[src/rtl/risc8_io_pkg.sv]
// Shared definitions for the risc8 IO block:
// register map, UART status bits and timer prescale encodings.
package risc8_io_pkg;

    localparam logic [6:0] A_BAUD  = 7'h2D;
    localparam logic [6:0] A_USTAT = 7'h2E;
    localparam logic [6:0] A_UDATA = 7'h2F;
    localparam logic [6:0] A_PIN0  = 7'h36;
    localparam logic [6:0] A_DDR0  = 7'h37;
    localparam logic [6:0] A_PORT0 = 7'h38;
    localparam logic [6:0] A_TCCR  = 7'h4E;
    localparam logic [6:0] A_TCNT  = 7'h4F;
    localparam logic [6:0] A_TIFR  = 7'h58;
    localparam logic [6:0] A_TIMSK = 7'h59;

    localparam int ST_READY = 0;
    localparam int ST_EMPTY = 1;
    localparam int ST_FULL  = 2;
    localparam int ST_OVR   = 3;

    localparam logic [7:0] TCCR_RST = 8'h01;
    localparam logic [7:0] BAUD_RST = 8'h05;

    typedef enum logic [2:0] {
        CS_STOP    = 3'd0,
        CS_DIV1    = 3'd1,
        CS_DIV8    = 3'd2,
        CS_DIV64   = 3'd3,
        CS_DIV256  = 3'd4,
        CS_DIV1024 = 3'd5
    } cs_e;

    // Each GPIO port sits three addresses below the previous one
    function automatic logic [6:0] port_addr(logic [6:0] base, int k);
        return base - 7'(3 * k);
    endfunction

    // {running, divisor-1}
    function automatic logic [10:0] ps_top(logic [2:0] cs);
        case (cs_e'(cs))
            CS_DIV1:    return {1'b1, 10'd0};
            CS_DIV8:    return {1'b1, 10'd7};
            CS_DIV64:   return {1'b1, 10'd63};
            CS_DIV256:  return {1'b1, 10'd255};
            CS_DIV1024: return {1'b1, 10'd1023};
            default:    return 11'd0;
        endcase
    endfunction

endpackage

[src/rtl/risc8_io_if.sv]
// Core-side data bus into the IO block.
interface risc8_io_if;

    logic [15:0] addr;
    logic        wen;
    logic        ren;
    logic [7:0]  wdata;
    logic        io_sel;
    logic [7:0]  io_data;

    modport master (
        output addr, wen, ren, wdata,
        input  io_sel, io_data
    );

    modport slave (
        input  addr, wen, ren, wdata,
        output io_sel, io_data
    );

endinterface

[src/rtl/risc8_fifo.sv]
// Synchronous FIFO used as the UART transmit queue.
module risc8_fifo #(
    parameter int WIDTH = 8,
    parameter int DEPTH = 8
) (
    input  logic                   clk,
    input  logic                   reset,
    input  logic                   push,
    input  logic                   pop,
    input  logic [WIDTH-1:0]       wdata,
    output logic [WIDTH-1:0]       rdata,
    output logic                   full,
    output logic                   empty,
    output logic [$clog2(DEPTH):0] count
);

    localparam int AW = $clog2(DEPTH);

    logic [WIDTH-1:0] mem [DEPTH];
    logic [AW-1:0]    wp;
    logic [AW-1:0]    rp;
    logic             do_push;
    logic             do_pop;

    assign full    = count == (AW + 1)'(DEPTH);
    assign empty   = count == '0;
    assign do_pop  = pop && !empty;
    // A full queue still accepts a byte when one leaves this cycle
    assign do_push = push && (!full || do_pop);
    assign rdata   = mem[rp];

    always_ff @(posedge clk or negedge reset) begin
        if (!reset) begin
            wp    <= '0;
            rp    <= '0;
            count <= '0;
        end else begin
            if (do_push) wp <= wp + 1'b1;
            if (do_pop)  rp <= rp + 1'b1;
            case ({do_push, do_pop})
                2'b10:   count <= count + 1'b1;
                2'b01:   count <= count - 1'b1;
                default: count <= count;
            endcase
        end
    end

    always_ff @(posedge clk) begin
        if (do_push) mem[wp] <= wdata;
    end

endmodule

[src/rtl/risc8_io.sv]
// risc8 IO block: GPIO ports, UART transmit queue
// and an 8-bit prescaled timer with overflow interrupt.
module risc8_io
    import risc8_io_pkg::*;
#(
    parameter int          NPORTS       = 2,
    parameter int          TXFIFO_DEPTH = 8,
    parameter logic [15:0] IO_LIMIT     = 16'h0060
) (
    input  logic                clk,
    input  logic                reset,
    risc8_io_if.slave           bus,
    input  logic [8*NPORTS-1:0] pin,
    output logic [8*NPORTS-1:0] port,
    output logic [8*NPORTS-1:0] ddr,
    output logic                uart_tx_strobe,
    output logic [7:0]          uart_tx_data,
    input  logic                uart_tx_ready,
    output logic [7:0]          uart_baud_div,
    output logic                timer_irq
);

    localparam int CW = $clog2(TXFIFO_DEPTH) + 1;

    logic [6:0] io_addr;
    logic       is_io;
    logic       wr;
    logic       rd_en;
    logic [7:0] rd_data;

    assign io_addr = bus.addr[6:0];
    assign is_io   = (bus.wen | bus.ren) && (bus.addr < IO_LIMIT);
    assign wr      = is_io && bus.wen;
    assign rd_en   = is_io && bus.ren;

    logic          fifo_full;
    logic          fifo_empty;
    logic [CW-1:0] fifo_count;
    logic [7:0]    head;
    logic          push;
    logic          pop;
    logic          drop;
    logic          overrun;
    logic [7:0]    status;

    assign push = wr && io_addr == A_UDATA;
    // The strobe term keeps consecutive strobes two cycles apart
    assign pop  = fifo_count != '0 && uart_tx_ready && !uart_tx_strobe;
    assign drop = push && fifo_full && !pop;

    always_comb begin
        status           = '0;
        status[ST_READY] = uart_tx_ready;
        status[ST_EMPTY] = fifo_empty;
        status[ST_FULL]  = fifo_full;
        status[ST_OVR]   = overrun;
    end

    risc8_fifo #(
        .WIDTH(8),
        .DEPTH(TXFIFO_DEPTH)
    ) u_fifo (
        .clk  (clk),
        .reset(reset),
        .push (push),
        .pop  (pop),
        .wdata(bus.wdata),
        .rdata(head),
        .full (fifo_full),
        .empty(fifo_empty),
        .count(fifo_count)
    );

    logic [7:0]  tccr;
    logic [7:0]  tcnt;
    logic [7:0]  timsk;
    logic        tifr;
    logic [9:0]  presc;
    logic [10:0] ps;
    logic        tick;
    logic        ovf;
    logic        tccr_wr;
    logic        tcnt_wr;
    logic        tifr_wr;

    assign tccr_wr = wr && io_addr == A_TCCR;
    assign tcnt_wr = wr && io_addr == A_TCNT;
    assign tifr_wr = wr && io_addr == A_TIFR;
    assign ps      = ps_top(tccr[2:0]);
    assign tick    = ps[10] && presc == ps[9:0];
    assign ovf     = tick && tcnt == 8'hFF && !tcnt_wr;

    always_comb begin
        rd_data = {1'b0, io_addr};
        case (io_addr)
            A_BAUD:  rd_data = uart_baud_div;
            A_USTAT: rd_data = status;
            A_TCCR:  rd_data = tccr;
            A_TCNT:  rd_data = tcnt;
            A_TIFR:  rd_data = {7'b0, tifr};
            A_TIMSK: rd_data = timsk;
            default: rd_data = {1'b0, io_addr};
        endcase
        for (int k = 0; k < NPORTS; k++) begin
            if (io_addr == port_addr(A_PIN0, k))  rd_data = pin[8*k +: 8];
            if (io_addr == port_addr(A_DDR0, k))  rd_data = ddr[8*k +: 8];
            if (io_addr == port_addr(A_PORT0, k)) rd_data = port[8*k +: 8];
        end
    end

    always_ff @(posedge clk or negedge reset) begin
        if (!reset) begin
            bus.io_sel     <= 1'b0;
            bus.io_data    <= '0;
            port           <= '0;
            ddr            <= '0;
            uart_baud_div  <= BAUD_RST;
            uart_tx_strobe <= 1'b0;
            uart_tx_data   <= '0;
            overrun        <= 1'b0;
            tccr           <= TCCR_RST;
            tcnt           <= '0;
            timsk          <= '0;
            tifr           <= 1'b0;
            presc          <= '0;
            timer_irq      <= 1'b0;
        end else begin
            bus.io_sel <= is_io;
            if (rd_en) bus.io_data <= rd_data;
            if (wr && io_addr == A_BAUD) uart_baud_div <= bus.wdata;
            if (drop) overrun <= 1'b1;
            else if (rd_en && io_addr == A_USTAT) overrun <= 1'b0;
            uart_tx_strobe <= pop;
            if (pop) uart_tx_data <= head;
            if (tccr_wr) tccr <= bus.wdata;
            if (tccr_wr || tick || !ps[10]) presc <= '0;
            else presc <= presc + 10'd1;
            if (tcnt_wr) tcnt <= bus.wdata;
            else if (tick) tcnt <= tcnt + 8'd1;
            // Overflow beats a software clear in the same cycle
            if (ovf) tifr <= 1'b1;
            else if (tifr_wr && bus.wdata[0]) tifr <= 1'b0;
            if (wr && io_addr == A_TIMSK) timsk <= bus.wdata;
            timer_irq <= tifr & timsk[0];
            for (int k = 0; k < NPORTS; k++) begin
                if (wr && io_addr == port_addr(A_DDR0, k))
                    ddr[8*k +: 8] <= bus.wdata;
                if (wr && io_addr == port_addr(A_PORT0, k))
                    port[8*k +: 8] <= bus.wdata;
            end
        end
    end

endmodule

[src/flat_wrapper.sv]
// flat-port wrapper written by rule: the top's interface ports become plain ports
module risc8_io_flat import risc8_io_pkg::*;
#(
    parameter int          NPORTS       = 2,
    parameter int          TXFIFO_DEPTH = 8,
    parameter logic [15:0] IO_LIMIT     = 16'h0060
)
  (clk, reset, pin, port, ddr, uart_tx_strobe, uart_tx_data, uart_tx_ready, uart_baud_div, timer_irq, bus_addr, bus_wen, bus_ren, bus_wdata, bus_io_sel, bus_io_data);
  risc8_io_if bus_i ();
  input  logic clk;
  input  logic reset;
  input  logic [8*NPORTS-1:0] pin;
  output logic [8*NPORTS-1:0] port;
  output logic [8*NPORTS-1:0] ddr;
  output logic uart_tx_strobe;
  output logic [7:0] uart_tx_data;
  input  logic uart_tx_ready;
  output logic [7:0] uart_baud_div;
  output logic timer_irq;
  input wire logic [$bits(bus_i.addr)-1:0] bus_addr;
  input wire logic [$bits(bus_i.wen)-1:0] bus_wen;
  input wire logic [$bits(bus_i.ren)-1:0] bus_ren;
  input wire logic [$bits(bus_i.wdata)-1:0] bus_wdata;
  output wire logic [$bits(bus_i.io_sel)-1:0] bus_io_sel;
  output wire logic [$bits(bus_i.io_data)-1:0] bus_io_data;
  assign bus_i.addr = bus_addr;
  assign bus_i.wen = bus_wen;
  assign bus_i.ren = bus_ren;
  assign bus_i.wdata = bus_wdata;
  assign bus_io_sel = bus_i.io_sel;
  assign bus_io_data = bus_i.io_data;
  risc8_io #(.NPORTS(NPORTS), .TXFIFO_DEPTH(TXFIFO_DEPTH), .IO_LIMIT(IO_LIMIT)) u_core (.clk(clk), .reset(reset), .bus(bus_i), .pin(pin), .port(port), .ddr(ddr), .uart_tx_strobe(uart_tx_strobe), .uart_tx_data(uart_tx_data), .uart_tx_ready(uart_tx_ready), .uart_baud_div(uart_baud_div), .timer_irq(timer_irq));
endmodule
[config.mk]
export PLATFORM = sky130hd
export DESIGN_NAME = risc8_io_flat
export DESIGN_NICKNAME = d
export VERILOG_FILES = /design/src/rtl/risc8_io_pkg.sv /design/src/rtl/risc8_io_if.sv /design/src/rtl/risc8_fifo.sv /design/src/rtl/risc8_io.sv /design/src/flat_wrapper.sv
export SDC_FILE = /design/constraint.sdc
export NUM_CORES = 1
export LEC_CHECK = 0
export CAP_MARGIN = 20
export CELL_PAD_IN_SITES_DETAIL_PLACEMENT = 1
export CELL_PAD_IN_SITES_GLOBAL_PLACEMENT = 1
export CORE_UTILIZATION = 40
export DETAILED_ROUTE_END_ITERATION = 10
export GPL_ROUTABILITY_DRIVEN = 0
export PLACE_DENSITY = 0.77
export RECOVER_POWER = 100
export SYNTH_ARGS = -nofsm -noshare
export SYNTH_HDL_FRONTEND = slang
export SYNTH_HIERARCHICAL = 1
export SYNTH_SLANG_ARGS = --single-unit
export TNS_END_PERCENT = 20
[constraint.sdc]
create_clock -name clk -period 8.68 [get_ports clk]
set_input_delay 1.736 -clock clk [delete_from_list [all_inputs] [get_ports clk]]
set_output_delay 1.736 -clock clk [all_outputs]
set_load 0.05 [all_outputs]
==> flow_summary.ini <==
[place]
hpwlAfterDp_um = 18030
detailedPlace.worstSlack_ns = 2.365
place_inst = 1020
port_buffers = 103

[global_route]
track_usage_pct = 24.58
grt_pass1_wl_um = 39900
antenna_found_initial = 1
first_global_vias = 6729
grt_max_degree = 54
grt_overflow_total = 0

[final_layout]
num_antenna_cells = 0
area_growth_pct = 21.07
finalNetCount = 826
stdcell_count = 1055
drive_above_1_share_pct = 16.56
fin_util_pct = 49.98

[routing]
finalWirelength_um = 25550
drc = 0
final_antenna_net_count = 0
dr.first_iter.drc_count = 602
vias_per_cell = 5.936
vias = 6262
first_pass_iters = 8
wire_per_inst_um = 24.22

[power_and_ir_drop]
p_leak_nw = 4.240
switching_share_pct = 31.51
p_switching_mw = 0.6766
p_int_mw = 1.470
p_per_area_nw_per_um2 = 209.6
report.power.total_mw = 2.147
p_comb_share_pct = 21.0
ir_worst_vdd_v = 0.0001337
pwr-share-clk_pct = 35.4
power_frac_seq_pct = 43.6

[timing]
hold_viol_final = 0
fmax_mhz = 163.8
max_slew.worst_pin.slew_ns = 3.121
rsz0062_at_grt = no
period_share_pct = 70.33
tns_ns = 0
period_needed_ns = 6.105
worst_slack_ns = 2.575
slew_headroom_pct = -108.0
skew_ns = 0.01294
slew_violations = 141
setup_viol = 0

[job]
drv_cap = 3

[floorplanning]
start_util_pct = 41.28
coreArea_um2 = 20490
num_io_pins = 104
die_h_um = 147.4
dieWidth_um = 147.4
rows = 52
dieArea_um2 = 21740

[clock_tree]
cts_made_buffers = 17
cts.repair.resized = 0
clock-root-buffer = clkbuf_16
clk_latency_ns = 0.43
cts_tree = done
cts_sinks = 169
cts_setup_buffers = 0
ctsHoldBuffers = 0
clk_pin_slew_worst_paths_ns = 0.08
htreeDepth = 4
clockBufferDepth = 2

[worst_hold_path]
hold_class = flop to flop
min_from = u_core/uart_tx_data[1]$_DFFE_PN0P_

[setup_path]
crit_type = primary input to async pin
crit_path_max_fanout = 53
critPathArrivalTime_ns = 6.04
slowest_delay_ns = 2.15
cp_slowest_cell = clkbuf_1
crit_chain = clkbuf_1, clkbuf_1
timing.rr.end = u_core/u_fifo/count[3]$_DFFE_PN0P_
cp-start-kind = primary input
crit_path_end = u_core/port[4]$_DFFE_PN0P_
cp-startpoint = reset
worst-r2r-cell-count = 11
cp_num_buf_inv = 2
r2r_start = u_core/u_fifo/count[3]$_DFFE_PN0P_
crit_top_cell = clkbuf_1
rrSetupSlack_ns = 5.07
critPathRequiredTime_ns = 8.61
crit_path_end_kind = async pin
cp.depth = 2
cp_top_family = buffers and inverters

[status]
violations = capacitance limit, slew limit
status = finished with violations

[synth]
yosys-top-cells-area = dfrtp_1 (30%), edfxtp_1 (23%), mux2_2 (10%), mux4_1 (5.0%), nor2_1 (1.8%)
synth_area_um2 = 8461
syn_avg_cell_area_um2 = 12.44
synth-async-reset-ratio_pct = 62.13
yosysSeqAreaShare_pct = 53.82
synth.top_cell.area_share_pct = 30.17
synth_ff_type = dfrtp_1
ys_ff_latch = 169
syn_nets = 734
yosysTopAreaCell = dfrtp_1
ys.warnings.count = 6
synth-edff-count = 64
synth.distinct_cells = 79
synthCells = 680
worst min path at each step:
stage / end / slack (ns) / cells after the start
4_1_cts: u_core/presc[0]$_DFF_PN0_ / 0.51 / 1
3_5_place_dp: u_core/tccr[7]$_DFFE_PN0P_ / 0.50 / 1
6_report: u_core/uart_tx_data[1]$_DFFE_PN0P_ / 0.51 / 1
3_3_place_gp: u_core/presc[0]$_DFF_PN0_ / 0.47 / 1
2_1_floorplan: u_core/presc[0]$_DFF_PN0_ / 0.45 / 1
5_1_grt: u_core/tccr[6]$_DFFE_PN0P_ / 0.53 / 1
Yosys cell counts, types with 8 or more instances:
cell type  instances
mux4_1            16
nand3_1           27
o21ai_0           21
xnor2_1           10
clkbuf_1          22
nor2b_1           12
or3_1             10
buf_2             10
nor2_1            41
a21oi_1           19
edfxtp_1          64
ha_1               8
mux2i_1            8
nand2_1           40
nand2b_1          10
dfrtp_1          102
mux2_2            76
a31oi_1           12
inv_1             15
nor3_1            14
nand3b_1           8
layout make-up:
class                           instances  area [um^2]
Multi-Input combinational cell        456         3617
Inverter                               15        56.30
Clock buffer                           17        425.4
Tap cell                              270        337.8
Timing Repair Buffer                  113         1077
Clock inverter                         15        176.4
Fill cell                            2106        10250
Sequential cell                       169         4553
per-layer routing:
| metal | up-vias | track usage, % | part of all wire (%) |
|---|---|---|---|
| li1 | 2768 | - | - |
| met1 | 3200 | 33.12 | 43 |
| met2 | 244 | 39.03 | 48 |
| met3 | 50 | 5.093 | 6.4 |
| met4 | 0 | 9.433 | 2.7 |
| met5 | - | 0 | 0 |
power by group through the flow:
stage	clock network [mW]	registers (mW)	logic, mW
floorplan	0	0.983	0.295
global route	0.802	0.944	0.480
CTS	0.775	0.941	0.469
detailed placement	0	0.957	0.466
finish	0.760	0.936	0.451
global placement	0	0.947	0.446
logic make-up after synthesis:
| kind of cell | synth area share, % |
|---|---|
| AO/OA/AOI/OAI | 10.14 |
| XOR/XNOR | 1.656 |
| adder cells (fa/ha/maj) | 1.420 |
| buffers and inverters | 2.958 |
| flip-flops | 53.82 |
| multiplexers | 16.21 |
| AND/OR/NAND/NOR | 13.80 |
per-stage QoR:
step	hold WS, ns	instance area, um^2
6_report	0.5073	10240
5_1_grt	0.5273	10240
4_1_cts	0.5103	10290
3_5_place_dp	0.4955	9691
3_3_place_gp	0.4745	9691
2_1_floorplan	0.4477	8461
placed cells by master, fill, tap and decap left out, drive strengths merged, types with 4 or more instances in the layout:
master / Yosys / layout
a21oi: 19 / 19
a221oi: 4 / 4
a22o: 4 / 4
a31oi: 13 / 13
and3: 5 / 5
and3b: 5 / 5
buf: 18 / 4
clkbuf: 22 / 24
clkdlybuf4s50: 0 / 32
clkinv: 0 / 8
dfrtp: 102 / 102
dlygate4sd3: 0 / 70
edfxtp: 64 / 64
ha: 8 / 8
inv: 15 / 21
mux2: 77 / 77
mux2i: 8 / 8
mux4: 16 / 16
nand2: 42 / 42
nand2b: 10 / 10
nand3: 29 / 29
nand3b: 8 / 8
nand4: 8 / 8
nor2: 41 / 41
nor2b: 12 / 12
nor3: 14 / 14
o21ai: 22 / 22
o22ai: 5 / 5
o32ai: 4 / 4
or2: 5 / 5
or3: 10 / 10
or3b: 4 / 4
xnor2: 10 / 10
xor2: 6 / 6
state kept, by name, indices dropped and copies added (netlist names), 10 cells and up:
| register | count |
|---|---|
| u_core/port | 16 |
| u_core/ddr | 16 |
| u_core/u_fifo/mem | 64 |
| u_core/presc | 10 |
Note: power is estimated with default switching activity, not from simulation.
